==> src/rtl/rx_pkt_drain_if.sv <==
// PHY RX buffer pop side plus Data Link Layer valid/ready side of the receive drain stage.
// slave = drain stage, master = environment (buffer + DLL).
interface rx_pkt_drain_if #(
   parameter int DATA_WIDTH       = 256,
   parameter int PACKET_LENGTH    = 11,
   parameter int SYMBOL_PTR_WIDTH = 5,
   parameter int CNT_WIDTH        = 16
);
   localparam int NB = DATA_WIDTH / 8;

   logic                        i_Empty;
   logic                        o_RD_EN;
   logic [0:DATA_WIDTH-1]       i_Data;
   logic                        i_SOP;
   logic                        i_End_Valid;
   logic                        i_Type;
   logic [PACKET_LENGTH-1:0]    i_Length;
   logic [SYMBOL_PTR_WIDTH-1:0] i_Last_Byte;
   logic                        i_RX_Error;
   logic                        o_Valid;
   logic                        i_Ready;
   logic [0:DATA_WIDTH-1]       o_Data;
   logic                        o_SOP;
   logic                        o_EOP;
   logic                        o_Type;
   logic [0:NB-1]               o_Byte_En;
   logic                        o_Drop;
   logic                        o_Abort;
   logic [CNT_WIDTH-1:0]        o_Pkt_Count;
   logic [CNT_WIDTH-1:0]        o_Err_Count;

   modport slave (
      input  i_Empty, i_Data, i_SOP, i_End_Valid, i_Type, i_Length, i_Last_Byte, i_RX_Error, i_Ready,
      output o_RD_EN, o_Valid, o_Data, o_SOP, o_EOP, o_Type, o_Byte_En, o_Drop, o_Abort,
             o_Pkt_Count, o_Err_Count
   );

   modport master (
      output i_Empty, i_Data, i_SOP, i_End_Valid, i_Type, i_Length, i_Last_Byte, i_RX_Error, i_Ready,
      input  o_RD_EN, o_Valid, o_Data, o_SOP, o_EOP, o_Type, o_Byte_En, o_Drop, o_Abort,
             o_Pkt_Count, o_Err_Count
   );
endinterface

==> src/rtl/rx_pkt_drain.sv <==
// RX drain: pops PHY buffer beats, checks framing/length, presents them with byte enables, drop/abort flags and stats.
// Pop to o_Valid is 2 cycles; a 2-entry skid holds beats under backpressure and pops stop when skid + in-flight reach 2.
module rx_pkt_drain #(
   parameter int DATA_WIDTH       = 256,
   parameter int PACKET_LENGTH    = 11,
   parameter int SYMBOL_PTR_WIDTH = 5,
   parameter int CNT_WIDTH        = 16
) (
   input logic          CLK,
   input logic          RST_L,
   rx_pkt_drain_if.slave bus
);
   localparam int NB = DATA_WIDTH / 8;

   typedef struct packed {
      logic [0:DATA_WIDTH-1] data;
      logic                  sop;
      logic                  eop;
      logic                  typ;
      logic [0:NB-1]         be;
      logic                  drop;
      logic                  abort;
   } beat_t;

   typedef enum logic {IDLE, IN_PKT} state_t;

   state_t                   state_q, state_d;
   logic [PACKET_LENGTH-1:0] len_q, len_d, cnt_q, cnt_d;
   logic                     type_q, type_d, err_q, err_d;
   logic                     inflight_q;
   beat_t                    mem_q [2];
   logic                     wr_ptr_q, rd_ptr_q;
   logic [1:0]               occ_q;
   logic [CNT_WIDTH-1:0]     pkt_cnt_q, err_cnt_q;

   logic                     wr_en, err_ev, deq, rd_en, good_eop;
   logic [1:0]               occ_eff, slots_used;
   logic [PACKET_LENGTH-1:0] exp_beats, len_m1;
   beat_t                    beat_w, head;

   // A beat leaving this cycle frees its slot for a pop issued this cycle, giving full throughput.
   assign deq        = bus.o_Valid && bus.i_Ready;
   assign occ_eff    = occ_q - {1'b0, deq};
   assign slots_used = occ_eff + {1'b0, inflight_q};
   assign rd_en      = !bus.i_Empty && (slots_used < 2'd2);
   assign bus.o_RD_EN = rd_en;

   always_comb begin
      state_d   = state_q;
      len_d     = len_q;
      type_d    = type_q;
      cnt_d     = cnt_q;
      err_d     = err_q;
      wr_en     = 1'b0;
      err_ev    = 1'b0;
      beat_w    = '0;
      exp_beats = '0;
      len_m1    = '0;
      if (state_q == IN_PKT && bus.i_RX_Error) err_d = 1'b1;
      if (inflight_q) begin
         if (bus.i_SOP) begin
            len_d        = bus.i_Length;
            type_d       = bus.i_Type;
            cnt_d        = PACKET_LENGTH'(1);
            err_d        = bus.i_RX_Error;
            state_d      = bus.i_End_Valid ? IDLE : IN_PKT;
            beat_w.abort = (state_q == IN_PKT);
            wr_en        = 1'b1;
         end else if (state_q == IN_PKT) begin
            cnt_d = cnt_q + PACKET_LENGTH'(1);
            err_d = err_q | bus.i_RX_Error;
            wr_en = 1'b1;
            if (bus.i_End_Valid) state_d = IDLE;
         end else begin
            err_ev = 1'b1;
         end
         if (wr_en) begin
            exp_beats   = (len_d + PACKET_LENGTH'(NB - 1)) >> SYMBOL_PTR_WIDTH;
            len_m1      = len_d - PACKET_LENGTH'(1);
            beat_w.data = bus.i_Data;
            beat_w.sop  = bus.i_SOP;
            beat_w.eop  = bus.i_End_Valid;
            beat_w.typ  = type_d;
            for (int k = 0; k < NB; k++)
               beat_w.be[k] = !bus.i_End_Valid || (k <= int'(bus.i_Last_Byte));
            beat_w.drop = bus.i_End_Valid &&
                          ((cnt_d != exp_beats) ||
                           (bus.i_Last_Byte != len_m1[SYMBOL_PTR_WIDTH-1:0]) ||
                           (len_d == '0) || err_d);
            err_ev = beat_w.abort || beat_w.drop;
         end
      end
   end

   always_ff @(posedge CLK or negedge RST_L) begin
      if (!RST_L) begin
         state_q <= IDLE;
         len_q   <= '0;
         type_q  <= 1'b0;
         cnt_q   <= '0;
         err_q   <= 1'b0;
      end else begin
         state_q <= state_d;
         len_q   <= len_d;
         type_q  <= type_d;
         cnt_q   <= cnt_d;
         err_q   <= err_d;
      end
   end

   assign head     = (occ_q != 2'd0) ? mem_q[rd_ptr_q] : '0;
   assign good_eop = deq && head.eop && !head.drop;

   always_ff @(posedge CLK or negedge RST_L) begin
      if (!RST_L) begin
         inflight_q <= 1'b0;
         mem_q[0]   <= '0;
         mem_q[1]   <= '0;
         wr_ptr_q   <= 1'b0;
         rd_ptr_q   <= 1'b0;
         occ_q      <= 2'd0;
         pkt_cnt_q  <= '0;
         err_cnt_q  <= '0;
      end else begin
         inflight_q <= rd_en;
         if (wr_en) begin
            mem_q[wr_ptr_q] <= beat_w;
            wr_ptr_q        <= ~wr_ptr_q;
         end
         if (deq) rd_ptr_q <= ~rd_ptr_q;
         occ_q <= occ_q + {1'b0, wr_en} - {1'b0, deq};
         if (good_eop && pkt_cnt_q != '1) pkt_cnt_q <= pkt_cnt_q + CNT_WIDTH'(1);
         if (err_ev && err_cnt_q != '1) err_cnt_q <= err_cnt_q + CNT_WIDTH'(1);
      end
   end

   assign bus.o_Valid     = (occ_q != 2'd0);
   assign bus.o_Data      = head.data;
   assign bus.o_SOP       = head.sop;
   assign bus.o_EOP       = head.eop;
   assign bus.o_Type      = head.typ;
   assign bus.o_Byte_En   = head.be;
   assign bus.o_Drop      = head.drop;
   assign bus.o_Abort     = head.abort;
   assign bus.o_Pkt_Count = pkt_cnt_q;
   assign bus.o_Err_Count = err_cnt_q;
endmodule

==> src/flat_wrapper.sv <==
// flat-port wrapper written by rule: the top's interface ports become plain ports
module rx_pkt_drain_flat 
#(
   parameter int DATA_WIDTH       = 256,
   parameter int PACKET_LENGTH    = 11,
   parameter int SYMBOL_PTR_WIDTH = 5,
   parameter int CNT_WIDTH        = 16
)
  (CLK, RST_L, bus_i_Empty, bus_i_Data, bus_i_SOP, bus_i_End_Valid, bus_i_Type, bus_i_Length, bus_i_Last_Byte, bus_i_RX_Error, bus_i_Ready, bus_o_RD_EN, bus_o_Valid, bus_o_Data, bus_o_SOP, bus_o_EOP, bus_o_Type, bus_o_Byte_En, bus_o_Drop, bus_o_Abort, bus_o_Pkt_Count, bus_o_Err_Count);
  rx_pkt_drain_if #(.DATA_WIDTH(DATA_WIDTH), .PACKET_LENGTH(PACKET_LENGTH), .SYMBOL_PTR_WIDTH(SYMBOL_PTR_WIDTH), .CNT_WIDTH(CNT_WIDTH)) bus_i ();
  input logic CLK;
  input logic RST_L;
  input wire logic [$bits(bus_i.i_Empty)-1:0] bus_i_Empty;
  input wire logic [$bits(bus_i.i_Data)-1:0] bus_i_Data;
  input wire logic [$bits(bus_i.i_SOP)-1:0] bus_i_SOP;
  input wire logic [$bits(bus_i.i_End_Valid)-1:0] bus_i_End_Valid;
  input wire logic [$bits(bus_i.i_Type)-1:0] bus_i_Type;
  input wire logic [$bits(bus_i.i_Length)-1:0] bus_i_Length;
  input wire logic [$bits(bus_i.i_Last_Byte)-1:0] bus_i_Last_Byte;
  input wire logic [$bits(bus_i.i_RX_Error)-1:0] bus_i_RX_Error;
  input wire logic [$bits(bus_i.i_Ready)-1:0] bus_i_Ready;
  output wire logic [$bits(bus_i.o_RD_EN)-1:0] bus_o_RD_EN;
  output wire logic [$bits(bus_i.o_Valid)-1:0] bus_o_Valid;
  output wire logic [$bits(bus_i.o_Data)-1:0] bus_o_Data;
  output wire logic [$bits(bus_i.o_SOP)-1:0] bus_o_SOP;
  output wire logic [$bits(bus_i.o_EOP)-1:0] bus_o_EOP;
  output wire logic [$bits(bus_i.o_Type)-1:0] bus_o_Type;
  output wire logic [$bits(bus_i.o_Byte_En)-1:0] bus_o_Byte_En;
  output wire logic [$bits(bus_i.o_Drop)-1:0] bus_o_Drop;
  output wire logic [$bits(bus_i.o_Abort)-1:0] bus_o_Abort;
  output wire logic [$bits(bus_i.o_Pkt_Count)-1:0] bus_o_Pkt_Count;
  output wire logic [$bits(bus_i.o_Err_Count)-1:0] bus_o_Err_Count;
  assign bus_i.i_Empty = bus_i_Empty;
  assign bus_i.i_Data = bus_i_Data;
  assign bus_i.i_SOP = bus_i_SOP;
  assign bus_i.i_End_Valid = bus_i_End_Valid;
  assign bus_i.i_Type = bus_i_Type;
  assign bus_i.i_Length = bus_i_Length;
  assign bus_i.i_Last_Byte = bus_i_Last_Byte;
  assign bus_i.i_RX_Error = bus_i_RX_Error;
  assign bus_i.i_Ready = bus_i_Ready;
  assign bus_o_RD_EN = bus_i.o_RD_EN;
  assign bus_o_Valid = bus_i.o_Valid;
  assign bus_o_Data = bus_i.o_Data;
  assign bus_o_SOP = bus_i.o_SOP;
  assign bus_o_EOP = bus_i.o_EOP;
  assign bus_o_Type = bus_i.o_Type;
  assign bus_o_Byte_En = bus_i.o_Byte_En;
  assign bus_o_Drop = bus_i.o_Drop;
  assign bus_o_Abort = bus_i.o_Abort;
  assign bus_o_Pkt_Count = bus_i.o_Pkt_Count;
  assign bus_o_Err_Count = bus_i.o_Err_Count;
  rx_pkt_drain #(.DATA_WIDTH(DATA_WIDTH), .PACKET_LENGTH(PACKET_LENGTH), .SYMBOL_PTR_WIDTH(SYMBOL_PTR_WIDTH), .CNT_WIDTH(CNT_WIDTH)) u_core (.CLK(CLK), .RST_L(RST_L), .bus(bus_i));
endmodule
==> config.mk <==
export PLATFORM = sky130hd
export DESIGN_NAME = rx_pkt_drain_flat
export DESIGN_NICKNAME = d
export VERILOG_FILES = /design/src/rtl/rx_pkt_drain_if.sv /design/src/rtl/rx_pkt_drain.sv /design/src/flat_wrapper.sv
export SDC_FILE = /design/constraint.sdc
export NUM_CORES = 2
export LEC_CHECK = 0
export CELL_PAD_IN_SITES_DETAIL_PLACEMENT = 1
export CELL_PAD_IN_SITES_GLOBAL_PLACEMENT = 2
export CORE_MARGIN = 10
export CORE_UTILIZATION = 44
export CTS_BUF_LIST = sky130_fd_sc_hd__clkbuf_8
export CTS_CLUSTER_DIAMETER = 50
export DETAILED_ROUTE_END_ITERATION = 8
export DONT_BUFFER_PORTS = 1
export PLACE_DENSITY = 0.9
export SYNTH_ARGS = -nofsm -noshare
export SYNTH_HDL_FRONTEND = slang
export SYNTH_SLANG_ARGS = --single-unit
==> constraint.sdc <==
create_clock -name CLK -period 4.56 [get_ports CLK]
set_clock_uncertainty 0.1 [all_clocks]
set_input_delay 1.368 -clock CLK [delete_from_list [all_inputs] [get_ports CLK]]
set_output_delay 1.368 -clock CLK [all_outputs]
set_load 0.01 [all_outputs]
# After elaboration in Yosys (flattened, before gate mapping)
# Cells that the tools add are included.
word_totals:
  regBits: 648
  in_bits: 280
  out_inout_bits: 327
  wordCells: 160
op_classes:
  addsub: 9
  order_cmp: 35
  n_eq_ne: 4
  n_mux: 33
  n_bitwise: 5
  reduce_logical: 49
op_table:
  columns: ["operator", "count"]
  rows:
  - ["two-way mux 293 bit", 6]
  - ["bitwise mux 586 bit", 1]
  - ["demux 293 bit (select 1 bit)", 1]
  - ["two-way mux 292 bit", 1]
  - ["<= comparator 5 bit (first input constant)", 16]
  - ["two-way mux 11 bit", 5]
  - ["<= comparator 4 x 5 -> 1 bit (first input constant)", 8]
  - ["logical OR 1 bit", 35]
  - ["adder 16 x 1 -> 16 bit (second input constant)", 2]
  - ["!= test 16 bit (second input constant)", 2]
  - ["<= comparator 3 x 5 -> 1 bit (first input constant)", 4]
  - ["two-way mux 1 bit", 19]
  - ["adder 11 x 1 -> 11 bit (second input constant)", 1]
  - ["adder 11 x 5 -> 11 bit (second input constant)", 1]
  - ["logical NOT 11 bit", 1]
  - ["!= test 11 x 6 -> 1 bit", 1]
  - ["<= comparator 2 x 5 -> 1 bit (first input constant)", 2]
  - ["logical AND 1 bit", 9]
  - ["<= comparator 1 x 5 -> 1 bit (first input constant)", 1]
  - ["!= test 5 bit", 1]
  - ["subtractor 5 x 1 -> 5 bit (second input constant)", 1]
  - ["adder 2 x 1 -> 2 bit", 2]
  - ["greater-or-equal comparator 2 bit (second input constant)", 2]
  - ["NOT 1 -> 2 bit", 2]
  - ["other kinds (7)", 11]

# Depth between registers and ports, before layout
depth:
  word_depth: 13
  ltp_mapped: 15
  depth_no_buf: 10

# Worst setup path after synthesis
# OpenSTA, ideal clock, no wires.
synth_timing:
  path_kind: "input-to-reg"
  from: "input bus_i_SOP"
  to: "register u_core.err_cnt_q[1], in the netlist u_core.bus.o_Err_Count[1]"
  setup_ps: 125
  arrival_ps: 4235
  required_time_ps: 4335
  setup_slack_ps: 100
  path_stages: 14
  n_path_buf: 4
  path_cell_list: "buf_2 clkbuf_1 buf_2 buf_1 mux2i_1 ha_1 xnor2_1 xnor2_1 nand4_1 nor4_1 o2111a_1 nand3_2 nand2_1 mux2_2"
synth_via:
  elab_chain_len: 12
  word_cells_on_any_way: 24
  classes_between: "2 x add/sub; 2 x eq/ne; 13 x mux; 7 x reduce/logical"
synth_rtl:
  columns: ["item", "line", "rtl"]
  rows:
  - ["start: declaration", "flat_wrapper.sv:15", "input wire logic [$bits(bus_i.i_SOP)-1:0] bus_i_SOP;"]
  - ["two-way mux 11 bit", "rx_pkt_drain.sv:61", "if (bus.i_SOP) begin"]
  - ["two-way mux 11 bit", "rx_pkt_drain.sv:60", "if (inflight_q) begin"]
  - ["adder 11 x 5 -> 11 bit or subtractor 5 x 1 -> 5 bit (tied branches)", "rx_pkt_drain.sv:78, rx_pkt_drain.sv:79", null]
  - ["!= test 11 x 6 -> 1 bit or != test 5 bit (tied branches)", "rx_pkt_drain.sv:87, rx_pkt_drain.sv:88", null]
  - ["logical OR 1 bit", "rx_pkt_drain.sv:87", "((cnt_d != exp_beats) ||"]
  - ["logical OR 1 bit", "rx_pkt_drain.sv:88", "(bus.i_Last_Byte != len_m1[SYMBOL_PTR_WIDTH-1:0]) ||"]
  - ["logical OR 1 bit", "rx_pkt_drain.sv:89", "(len_d == '0) || err_d);"]
  - ["logical AND 1 bit", "rx_pkt_drain.sv:86", "beat_w.drop = bus.i_End_Valid &&"]
  - ["logical OR 1 bit", "rx_pkt_drain.sv:90", "err_ev = beat_w.abort || beat_w.drop;"]
  - ["two-way mux 1 bit *", "rx_pkt_drain.sv:77", "if (wr_en) begin"]
  - ["two-way mux 1 bit *", "rx_pkt_drain.sv:60", null]
  - ["logical AND 1 bit *", "rx_pkt_drain.sv:133", "if (err_ev && err_cnt_q != '1) err_cnt_q <= err_cnt_q + CNT_WIDTH'(1);"]
  - ["end signal: assignment", "rx_pkt_drain.sv:133", null]
  - ["end: declaration", "rx_pkt_drain.sv:34", "logic [CNT_WIDTH-1:0] pkt_cnt_q, err_cnt_q;"]
# Every way passes the cells marked *; elsewhere a longest branch is shown, timed or not. The select of a mux whose other input is x is not followed.
# A chain may end at the register's enable or synchronous reset.

# Worst setup path in the final report
layout_timing:
  from: "register u_core.occ_q[1]"
  to: "output bus_o_Data[18]"
layout_via:
  elab_chain_len: 2
layout_rtl:
  columns: ["item", "line", "rtl"]
  rows:
  - ["start: declaration", "rx_pkt_drain.sv:33", "logic [1:0] occ_q;"]
  - ["start signal: assignment", "rx_pkt_drain.sv:131", "occ_q <= occ_q + {1'b0, wr_en} - {1'b0, deq};"]
  - ["nonzero test 2 bit", "rx_pkt_drain.sv:111", "assign head = (occ_q != 2'd0) ? mem_q[rd_ptr_q] : '0;"]
  - ["two-way mux 293 bit", "rx_pkt_drain.sv:111", null]
  - ["end: declaration", "flat_wrapper.sv:24", "output wire logic [$bits(bus_i.o_Data)-1:0] bus_o_Data;"]
# No other way between the ends.

==> qor.txt <==
Via count = 21502
Post_cts resized = 0
Setup TNS = 0 ns
Syn_nets = 3265
Area of the mapped netlist = 29850 um2
Core area = 67280 um2
Dominant cell type by area after synthesis = dfrtp_1
Tot Pwr = 26.56 mW
Routed wire length = 91780 um
Max-Cap Viols = 0
Worst Path Required = 3.09 ns
Adder-cell share of the synthesized area = 0.3353%
Failing checks = max-slew violations
Min-delay worst type = input pin to asynchronous set/reset pin
Drt first-iter violations = 1144
DRC = 0
Hold_ws = 0.2895 ns
Routed WL per cell = 23.48 um
Area grow syn2layout = 11.28%
Crit share post-route = 90.22%
Layout Cells excl Fill = 3909
Slew HR = -39.13%
Worst-Skew Late Latency = 0.73 ns
DR vias/cell = 5.501
Unrepaired setup endpoints after global routing = false
Synth Flop Type = dfrtp_1
Worst Tran Pin Value = 2.087 ns
Detail Route Antenna Nets = 0
Post-synthesis xor/xnor area fraction = 1.706%
Final HPWL DP = 62780 um
Final hold violations = 0
CTS buffer count = 113
Final RePlAce weighted congestion = 0.8497
Die H = 280.5 um
Syn Area/Cell = 10.03 um2
Most frequent cell after synthesis = nand2_1
Crit Path Max Fanout = 64
Synth Instances = 2977
WP data arrival = 2.65 ns
Vias in the first global route = 23733
Num ports = 607
Startpoint Class = register
Row count = 95
Final Net Count = 3229
Status = complete, but fails checks
Async SR Flop Fraction = 100.0%
Endpoint class of the critical path = output pin
DIE AREA = 78670 um2
Clock Tree Buf Depth = 3
Post-CTS setup buffers = 0
Initial Util = 44.37%
Place WS = 0.7058 ns
Clock transition at path regs = 0.06 ns
YS warnings = 0
Leakage power = 16.60 nW
Sink Count = 648
Count of pins over their slew limit = 353
Pre-Repair DR Iteration Count = 4
Fmax = 0.2431 GHz
Number of buffers added on ports = 0
Area share of the largest cell type after synthesis = 54.32%
Register area share after synthesis = 54.32%
Simple-gate portion of the synthesized area = 17.72%
Inst Count DP = 3699
Area fraction in compound gates after synthesis = 2.904%
Pwr dens = 799.6 nW/um2
Total Routing Usage GR = 22.78%
First-pass GRT wire length = 141300 um
Peak supply drop = 0.3627 mV
H-tree depth = 3
Main combinational cell family by area after synthesis = multiplexers
Critical path type = register to output pin
Die W = 280.5 um
Fin worst setup slack = 0.4459 ns
Distinct cells, synth = 56
Initial antenna violation count = 3
Hold_buf cts = 0
TritonCTS clock tree = built
Most common library cells after synthesis = nand2_1 (887), dfrtp_1 (648), nor2_1 (352)
#FFs+latches synth = 648
Crit path time final = 4.114 ns
Largest net degree at the start of global routing = 649
Multiplexer area fraction after synthesis = 20.25%
Count of final setup violators = 0
Root Buffer = clkbuf_8
Global route total overflow = 0
Layout cells sized above 1 = 16.31%
Number of flops mapped to enable cells by yosys = 0
Synth area leaders = dfrtp_1 (54%), nand2_1 (11%), mux2i_1 (10%)
cell families (layout without fill, tap and decap cells):
kind of cell	after synthesis	count (layout)
and+or+nand+nor	1340	1340
DFF	648	648
muxes	571	571
buffers and inverters	206	264
AOI/OAI and AO/OA	149	149
xor gates and xnor gates	55	55
adders and majority gates	8	8
other	0	1
critical path: stages, from the launching register on:
cell and delay, ns:
dfrtp_1 0.45, nor2_4 0.12, buf_4 0.34, buf_4 0.66
nor2_1 0.31
final cells by class:
class,count,area (um2)
Multi-Input combinational cell,2123,12840
Fill cell,7456,34060
Sequential cell,648,16220
Clock inverter,55,357.8
Timing Repair Buffer,40,538.0
Inverter,15,56.30
Tap cell,873,1092
Clock buffer,154,2120
Antenna cell,1,2.502
state kept, by name, indices dropped and copies added, names as in the netlist:
name and cells:
u_core.bus.o_Err_Count 16, u_core.bus.o_Pkt_Count 16, u_core.cnt_q 11, u_core.err_q 1, u_core.inflight_q 1, u_core.len_q 11, u_core.mem_q 586, u_core.occ_q 2
u_core.rd_ptr_q 1, u_core.state_q 1, u_core.type_q 1, u_core.wr_ptr_q 1
stage by stage:
| step | utilization (%) | area (um2) |
|---|---|---|
| detailed placement | 45.69 | 30740 |
| global route | 49.38 | 33220 |
| floorplan | - | 29850 |
| global placement | 45.69 | 30740 |
| finish | 49.38 | 33220 |
| CTS | 49.38 | 33220 |
routing by layer:
layer / routed length, um / up-vias / GRT usage [%] / share of wire [%]
met5: 27 / - / 0 / 0.029
met4: 4226 / 4 / 11.19 / 4.6
met3: 7609 / 209 / 8.089 / 8.3
met2: 45520 / 589 / 38.36 / 50
met1: 34400 / 10973 / 25.29 / 37
li1: - / 9727 / - / -
path summary, 6_finish.rpt:
| path | startpoint | end | slack (ns) | depth (start not counted) |
|---|---|---|---|---|
| setup / recovery | u_core.occ_q[1]$_DFF_PN0_ | bus_o_Data[18] | 0.45 | 4 |
| hold / removal | RST_L | u_core.bus.o_Pkt_Count[9]$_DFFE_PN0P_ | 0.29 | 0 |
| setup reg to reg | u_core.state_q$_DFFE_PN0P_ | u_core.bus.o_Err_Count[1]$_DFFE_PN0P_ | 1.24 | 8 |
| hold reg to reg | u_core.mem_q[33]$_DFFE_PN0P_ | u_core.mem_q[33]$_DFFE_PN0P_ | 0.36 | 1 |
| max in group asynchronous | RST_L | u_core.mem_q[41]$_DFFE_PN0P_ | 2.44 | 0 |
| min in group CLK | u_core.mem_q[33]$_DFFE_PN0P_ | u_core.mem_q[33]$_DFFE_PN0P_ | 0.36 | 1 |
power breakdown:
group          total [mW]  internal, mW  switching (mW)
Combinational        10.8          3.98            6.77
Clock                5.70          3.19            2.51
Sequential           10.1          8.44            1.67
Total                26.6          15.6            11.0
cells in the final DEF (no fill, tap or decap), drive strengths merged, types with 18 or more instances in the layout:
master / netlist / routed
mux2: 263 / 263
nand3: 22 / 22
o21ai: 63 / 63
nand4: 18 / 18
mux2i: 308 / 308
dfrtp: 648 / 648
buf: 69 / 40
nand2: 887 / 887
a21oi: 45 / 45
xnor2: 44 / 44
nor2: 352 / 352
inv: 14 / 52
clkbuf: 122 / 154
(Power assumes the default switching activity.)
==> RTL edit 1, RTL diff (config.mk and constraints unchanged) <==
`SYMBOL_PTR_WIDTH` is set to 5 in 3 places; all go to 4.
--- a/src/rtl/rx_pkt_drain_if.sv
+++ b/src/rtl/rx_pkt_drain_if.sv
@@ -3,7 +3,7 @@
 interface rx_pkt_drain_if #(
    parameter int DATA_WIDTH       = 256,
    parameter int PACKET_LENGTH    = 11,
-   parameter int SYMBOL_PTR_WIDTH = 5,
+   parameter int SYMBOL_PTR_WIDTH = 4,
    parameter int CNT_WIDTH        = 16
 );
    localparam int NB = DATA_WIDTH / 8;
--- a/src/rtl/rx_pkt_drain.sv
+++ b/src/rtl/rx_pkt_drain.sv
@@ -3,7 +3,7 @@
 module rx_pkt_drain #(
    parameter int DATA_WIDTH       = 256,
    parameter int PACKET_LENGTH    = 11,
-   parameter int SYMBOL_PTR_WIDTH = 5,
+   parameter int SYMBOL_PTR_WIDTH = 4,
    parameter int CNT_WIDTH        = 16
 ) (
    input logic          CLK,
--- a/src/flat_wrapper.sv
+++ b/src/flat_wrapper.sv
@@ -3,7 +3,7 @@
 #(
    parameter int DATA_WIDTH       = 256,
    parameter int PACKET_LENGTH    = 11,
-   parameter int SYMBOL_PTR_WIDTH = 5,
+   parameter int SYMBOL_PTR_WIDTH = 4,
    parameter int CNT_WIDTH        = 16
 )
   (CLK, RST_L, bus_i_Empty, bus_i_Data, bus_i_SOP, bus_i_End_Valid, bus_i_Type, bus_i_Length, bus_i_Last_Byte, bus_i_RX_Error, bus_i_Ready, bus_o_RD_EN, bus_o_Valid, bus_o_Data, bus_o_SOP, bus_o_EOP, bus_o_Type, bus_o_Byte_En, bus_o_Drop, bus_o_Abort, bus_o_Pkt_Count, bus_o_Err_Count);
Ports: changed (resized bus_i_Last_Byte); port bits go from 607 to 606. No check against the original RTL was run, so the function may have changed too.
==> RTL edit 1 against the unedited design <==
Count of clock-buffer cells in the layout decreased by 28; design area decreased by 5.2%; wire length increased by 4.1%; the run still ends with max-slew violations left; fmax decreased by 2.0%; total power decreased by 7.2%; register-to-register slack got worse by 0.30 ns; setup slack got worse by 0.086 ns; die area decreased by 4.1%; area after synthesis decreased by 4.4%; sequential cell count decreased by 30; first-iteration DRC count increased by 19%.
==> RTL edit 1: results (changes against the unedited design) <==
The run finished, with violations left. The final reports fail on max-slew violations. Distinct cell type count after synthesis: 61 (+8.9%).

Met2 usage in global routing: 0.401 (+0.0176). The total nets after synthesis was 3,639 (+11%); the detail-routed via count per cell was 5.43 (-1.3%). The highest ir drop seen on vdd was 0.397 mV (+9.4%); the largest net degree at the start of global routing was 619 (-4.6%).

The maximum net fanout on the critical path is 12 (-81%), and the initial antenna violation count is 4 (+1). The arrival time of the worst setup path came out at 2.73 ns (+0.08 ns). The slowest stage of the critical path is the sky130_fd_sc_hd__dfrtp_1 cell. The final weighted congestion in routability-driven placement is 0.929 (+9.3%). By area the synthesized netlist is led by sky130_fd_sc_hd__dfrtp_1 54%, sky130_fd_sc_hd__nand2_1 21%, sky130_fd_sc_hd__mux2i_1 10%, sky130_fd_sc_hd__nor2_1 4.2%, sky130_fd_sc_hd__clkbuf_1 2.1%. For the static leakage, the log shows 0.0169 uW (+1.7%).

Total global-route track usage: 0.246 (+0.0182). The tools report the cell chosen for the clock root as sky130_fd_sc_hd__clkbuf_8. By count the netlist is led by 1,631 x sky130_fd_sc_hd__nand2_1, 618 x sky130_fd_sc_hd__dfrtp_1, 318 x sky130_fd_sc_hd__nor2_1. The logs give 0.281 (+0.0276) for the met1 layer usage reported by global route and 1,365 (+19%) for the DRC violation total after the first TritonRoute iteration. The total count of max-transition violations in the final report came out at 393 (+11%). The tools report the total CTS buffers as 109 (-3.5%). The maximum single-stage delay on the critical path was 0.44 ns (-0.22 ns). The worst max-slew margin expressed relative to the limit was -0.640 (-0.248); the count of TritonRoute iterations in the first routing pass was 5 (+1).

Among cell families on the critical path, the largest total delay comes from simple AND/OR/NAND/NOR gates. The worst hold path belongs to the class input port to asynchronous set/reset pin. The via count of the first global-routing pass is 24,925 (+5.0%), and the share of post-route cells with drive strength above 1 is 0.0625 (-0.101). The total half-perimeter wirelength after legalization and detailed placement was 64,700 um (+3.1%); the final routed wirelength across all metal layers was 95,500 um (+4.1%). The clock-pin slew reported for the worst setup and hold paths after clock tree synthesis was 0.06 ns (about the same). The run gives 0.70 ns (-0.03 ns) as the insertion delay to the later sink of the worst-skew pair. First-pass GRT wire length: 146,000 um (+3.2%).

The run gives 24,600 uW (-7.2%) as the overall power of the completed layout. The flip-flop count of the largest register, all copies and words added came out at 556 (-5.1%). The proportion of synthesized chip area in sequential cells is 0.542 (-0.00132), and the met3 routing resource usage after global routing is 0.0903 (+0.00941).
RTL edit 1: cell count changes after synthesis, sizes merged, moves of 4 or more:
cell / before / now
buf: 69 / 55
o21ai: 63 / 42
mux2: 263 / 6
dfrtp: 648 / 618
or3: 9 / 5
mux2i: 308 / 291
nor2: 352 / 318
inv: 14 / 7
a21oi: 45 / 26
nand2: 887 / 1631
nand3: 22 / 16
clkbuf: 122 / 163
a31oi: 11 / 5
xnor2: 44 / 40
RTL edit 1: worst paths after layout:
path                       slack, ns                                     to                          start  cells past startpoint
setup / recovery                0.36                            bus_o_RD_EN      u_core.occ_q[1]$_DFF_PN0_                      7
hold / removal                  0.25           u_core.mem_q[49]$_DFFE_PN0P_                          RST_L                      0
setup reg to reg                0.94  u_core.bus.o_Err_Count[1]$_DFFE_PN0P_     u_core.state_q$_DFFE_PN0P_                      8
hold reg to reg                 0.37          u_core.mem_q[326]$_DFFE_PN0P_  u_core.mem_q[326]$_DFFE_PN0P_                      1
max in group asynchronous       2.16          u_core.mem_q[145]$_DFFE_PN0P_                          RST_L                      0
min in group CLK                0.37          u_core.mem_q[326]$_DFFE_PN0P_  u_core.mem_q[326]$_DFFE_PN0P_                      1
RTL edit 1: cells by family after synthesis:
logic type / synth area share
XOR/XNOR: 0.0164
multiplexers: 0.104
AO/OA/AOI/OAI: 0.0228
adder cells (fa/ha/maj): 0.00351
flip-flops: 0.542
buffers and inverters: 0.0328
AND/OR/NAND/NOR: 0.278
RTL edit 1: routing by layer:
metal / vias up / part of all wire
li1: 10400 / -
met1: 11650 / 0.38
met2: 646 / 0.48
met3: 207 / 0.087
met4: 2 / 0.053
met5: - / 0.00019
RTL edit 1: cell type report:
type | count | area, sq um
fill | 7654 | 32900
inverter | 9 | 33.8
antenna | 3 | 7.51
sequential | 618 | 15500
tap | 855 | 1070
multi-input combinational | 2507 | 12200
clock buffer | 126 | 1730
clock inverter | 64 | 393
timing repair buffer | 38 | 598
RTL edit 1: per-stage QoR:
stage / utilization / cells / worst slack (ns) / area [sq um]
floorplan: - / 3352 / 0.00486 / 28500
global placement: 0.456 / 4027 / 0.456 / 29300
detailed placement: 0.456 / 4027 / 0.300 / 29300
CTS: 0.489 / 4217 / 0.284 / 31500
global route: 0.489 / 4220 / 0.111 / 31500
finish: 0.489 / 4220 / 0.360 / 31500
RTL edit 1: power breakdown:
group,switching [uW],leakage (uW),internal (uW)
combinational,6940,0.00789,3200
sequential,1530,0.00773,7930
clock,2360,0.00126,2680
==> RTL edit 2, RTL diff (same flow settings) <==
Without the edit above. Make the reset (`RST_L`) synchronous in 2 clocked blocks.
--- a/src/rtl/rx_pkt_drain.sv
+++ b/src/rtl/rx_pkt_drain.sv
@@ -92,7 +92,7 @@
       end
    end
 
-   always_ff @(posedge CLK or negedge RST_L) begin
+   always_ff @(posedge CLK) begin
       if (!RST_L) begin
          state_q <= IDLE;
          len_q   <= '0;
@@ -111,7 +111,7 @@
    assign head     = (occ_q != 2'd0) ? mem_q[rd_ptr_q] : '0;
    assign good_eop = deq && head.eop && !head.drop;
 
-   always_ff @(posedge CLK or negedge RST_L) begin
+   always_ff @(posedge CLK) begin
       if (!RST_L) begin
          inflight_q <= 1'b0;
          mem_q[0]   <= '0;
Behaviour: not the same (Yosys sat finds a counterexample within 4 cycles, from zero or initial values and one cycle with RST_L low; the reset may be asserted at any time).
==> RTL edit 2 against the unedited design <==
Wire length shrank 8.5%; setup slack worse by 0.014 ns; area after synthesis decreased by 0.54%; sequential cell count increased by 1; design area is 1.9% lower; critical path type unchanged; critical endpoint is now bus_o_Data[241]; highest routed layer unchanged.
Power is not compared: it rests on default switching activity, and its combinational part moved more than twofold at a synthesized area within 25%.
==> RTL edit 2: results (changes against the unedited design) <==
The run finished with clean final reports. The library cell contributing the largest single delay on the critical path was sky130_fd_sc_hd__buf_6. Share of post-route cells with drive strength above 1: 0.0743 (-0.0888). After synthesis, the cell types taking the most area are sky130_fd_sc_hd__edfxtp_1 59%, sky130_fd_sc_hd__and2_1 11%, sky130_fd_sc_hd__mux2i_1 10%, sky130_fd_sc_hd__nor2_1 5.1%, sky130_fd_sc_hd__dfxtp_1 4.2%. The maximum single-stage delay on the critical path came out at 0.57 ns (-0.09 ns).

The maximum net fanout on the critical path came out at 102 (+59%). The via count of the first global-routing pass came out at 19,735 (-17%). The run gives 1.26 ns (+0.02 ns) as the reg-to-reg setup timing slack.

The run gives 0.206 (-0.0218) as the total global-route track usage. In this run the critical register-to-register path is launched from u_core.state_q$_SDFFE_PN0P_. The length in cells of the worst reg-to-reg path was 11 (+3); the insertion delay to the later sink of the worst-skew pair was 0.69 ns (-0.04 ns). The run gives 57,000 um (-9.2%) as the total half-perimeter wirelength after legalization and detailed placement.

The distinct cell type count after synthesis is 65 (+16%), and the total CTS buffers is 107 (-5.3%). The fraction of synthesis flops using an asynchronous set or reset pin is 0 (-1.00), and the largest net degree at the start of global routing is 152 (-77%). The run gives 4 (unchanged) as the count of TritonRoute iterations in the first routing pass.

Count of flip-flops with a built-in enable after synthesis: 586 (+586). The tools report the first-pass GRT wire length as 123,000 um (-13%). Transition time at the pin with the least slew margin: 1.22 ns (-0.863 ns). The type of the tightest min-delay check was flip-flop to flip-flop. The wire length on met1 is 29,600 um (-14%). The run gives 42,500 um (-6.7%) as the met2 wirelength from detailed routing. Met3 wirelength from detailed routing: 8600 um (+13%).

The proportion of synthesized chip area in sequential cells was 0.635 (+0.0919); the average detailed-routed wire length per instance was 25.0 um (+6.4%). The tools report the end of the worst register-to-register path as u_core.bus.o_Err_Count[8]$_SDFFE_PN0P_. The initial antenna violation count came out at 20 (+17).

Detail-routed via count per cell: 5.41 (-1.6%). The run gives 2,695 (-17%) as the total nets after synthesis. In this design, the largest share of critical-path delay is due to buffers and inverters.

The commonest cells after synthesis are 586 x sky130_fd_sc_hd__edfxtp_1, 526 x sky130_fd_sc_hd__and2_1, 400 x sky130_fd_sc_hd__nor2_1.
-- RTL edit 2: cell families after synthesis --
family	share of synthesized area
adders and majority gates	0.00337
and+or+nand+nor	0.191
buffers and inverters	0.0244
AOI/OAI and AO/OA	0.0263
DFF	0.635
muxes	0.107
xor gates and xnor gates	0.0127
-- RTL edit 2: stage by stage --
step	hold slack (ns)	instances	worst slack, ns	cell area, sq um	utilization
final	0.363	3361	0.432	32600	0.486
after floorplan	0.332	2407	-2.57	29700	-
after global routing	0.377	3354	0.263	32600	0.486
after detailed placement	0.356	3146	0.321	30600	0.456
after global placement	0.341	3146	0.522	30600	0.456
after CTS	0.364	3337	0.128	32500	0.485
-- RTL edit 2: area by class of cell --
type                       instances  area [sq um]  share of cell area
inverter                          22          92.6             0.00284
multi-input combinational       1575         10200               0.312
timing repair buffer              27           382              0.0117
clock inverter                    81           428              0.0131
clock buffer                     110          1510              0.0465
sequential                       649         18900               0.579
antenna                           24          60.1             0.00184
tap                              873          1090              0.0335
-- RTL edit 2: worst max path at each step --
stage / startpoint / end / slack [ns]
after floorplan: bus_i_SOP / u_core.mem_q[0][0]$_SDFFCE_PN0P_ / -2.57
after global placement: bus_i_SOP / u_core.bus.o_Err_Count[8]$_SDFFE_PN0P_ / 0.52
after detailed placement: bus_i_SOP / u_core.bus.o_Err_Count[8]$_SDFFE_PN0P_ / 0.32
after CTS: u_core.occ_q[1]$_SDFF_PN0_ / bus_o_Data[241] / 0.13
after global routing: u_core.occ_q[1]$_SDFF_PN0_ / bus_o_Data[108] / 0.26
final: u_core.occ_q[1]$_SDFF_PN0_ / bus_o_Data[241] / 0.43
-- RTL edit 2: timing repair --
action	in CTS	in global routing
endpoints found under the setup margin	0	6
endpoints found under the hold margin	0	0
gates resized for setup	0	1
buffers inserted	0	0
-- RTL edit 2: layer usage --
metal / vias up / global-route usage
met5: - / 0
met2: 582 / 0.351
met3: 178 / 0.0932
met1: 9063 / 0.213
li1: 8348 / -
met4: 20 / 0.100
-- RTL edit 2: power groups by stage --
stage          clock network [uW]  logic [uW]  registers (uW)
2_1_floorplan                   0        2710            7230
3_3_place_gp                    0        3680            7220
3_5_place_dp                    0        3730            7250
4_1_cts                      4830        3750            7130
5_1_grt                      5100        3960            7170
6_report                     4700        3670            7130
-- RTL edit 2: tightest hold or removal path, stage by stage (launching register included) --
cell                      delay, ns
sky130_fd_sc_hd__dfxtp_1       0.31
sky130_fd_sc_hd__nand2_1       0.05
sky130_fd_sc_hd__a21oi_1       0.05
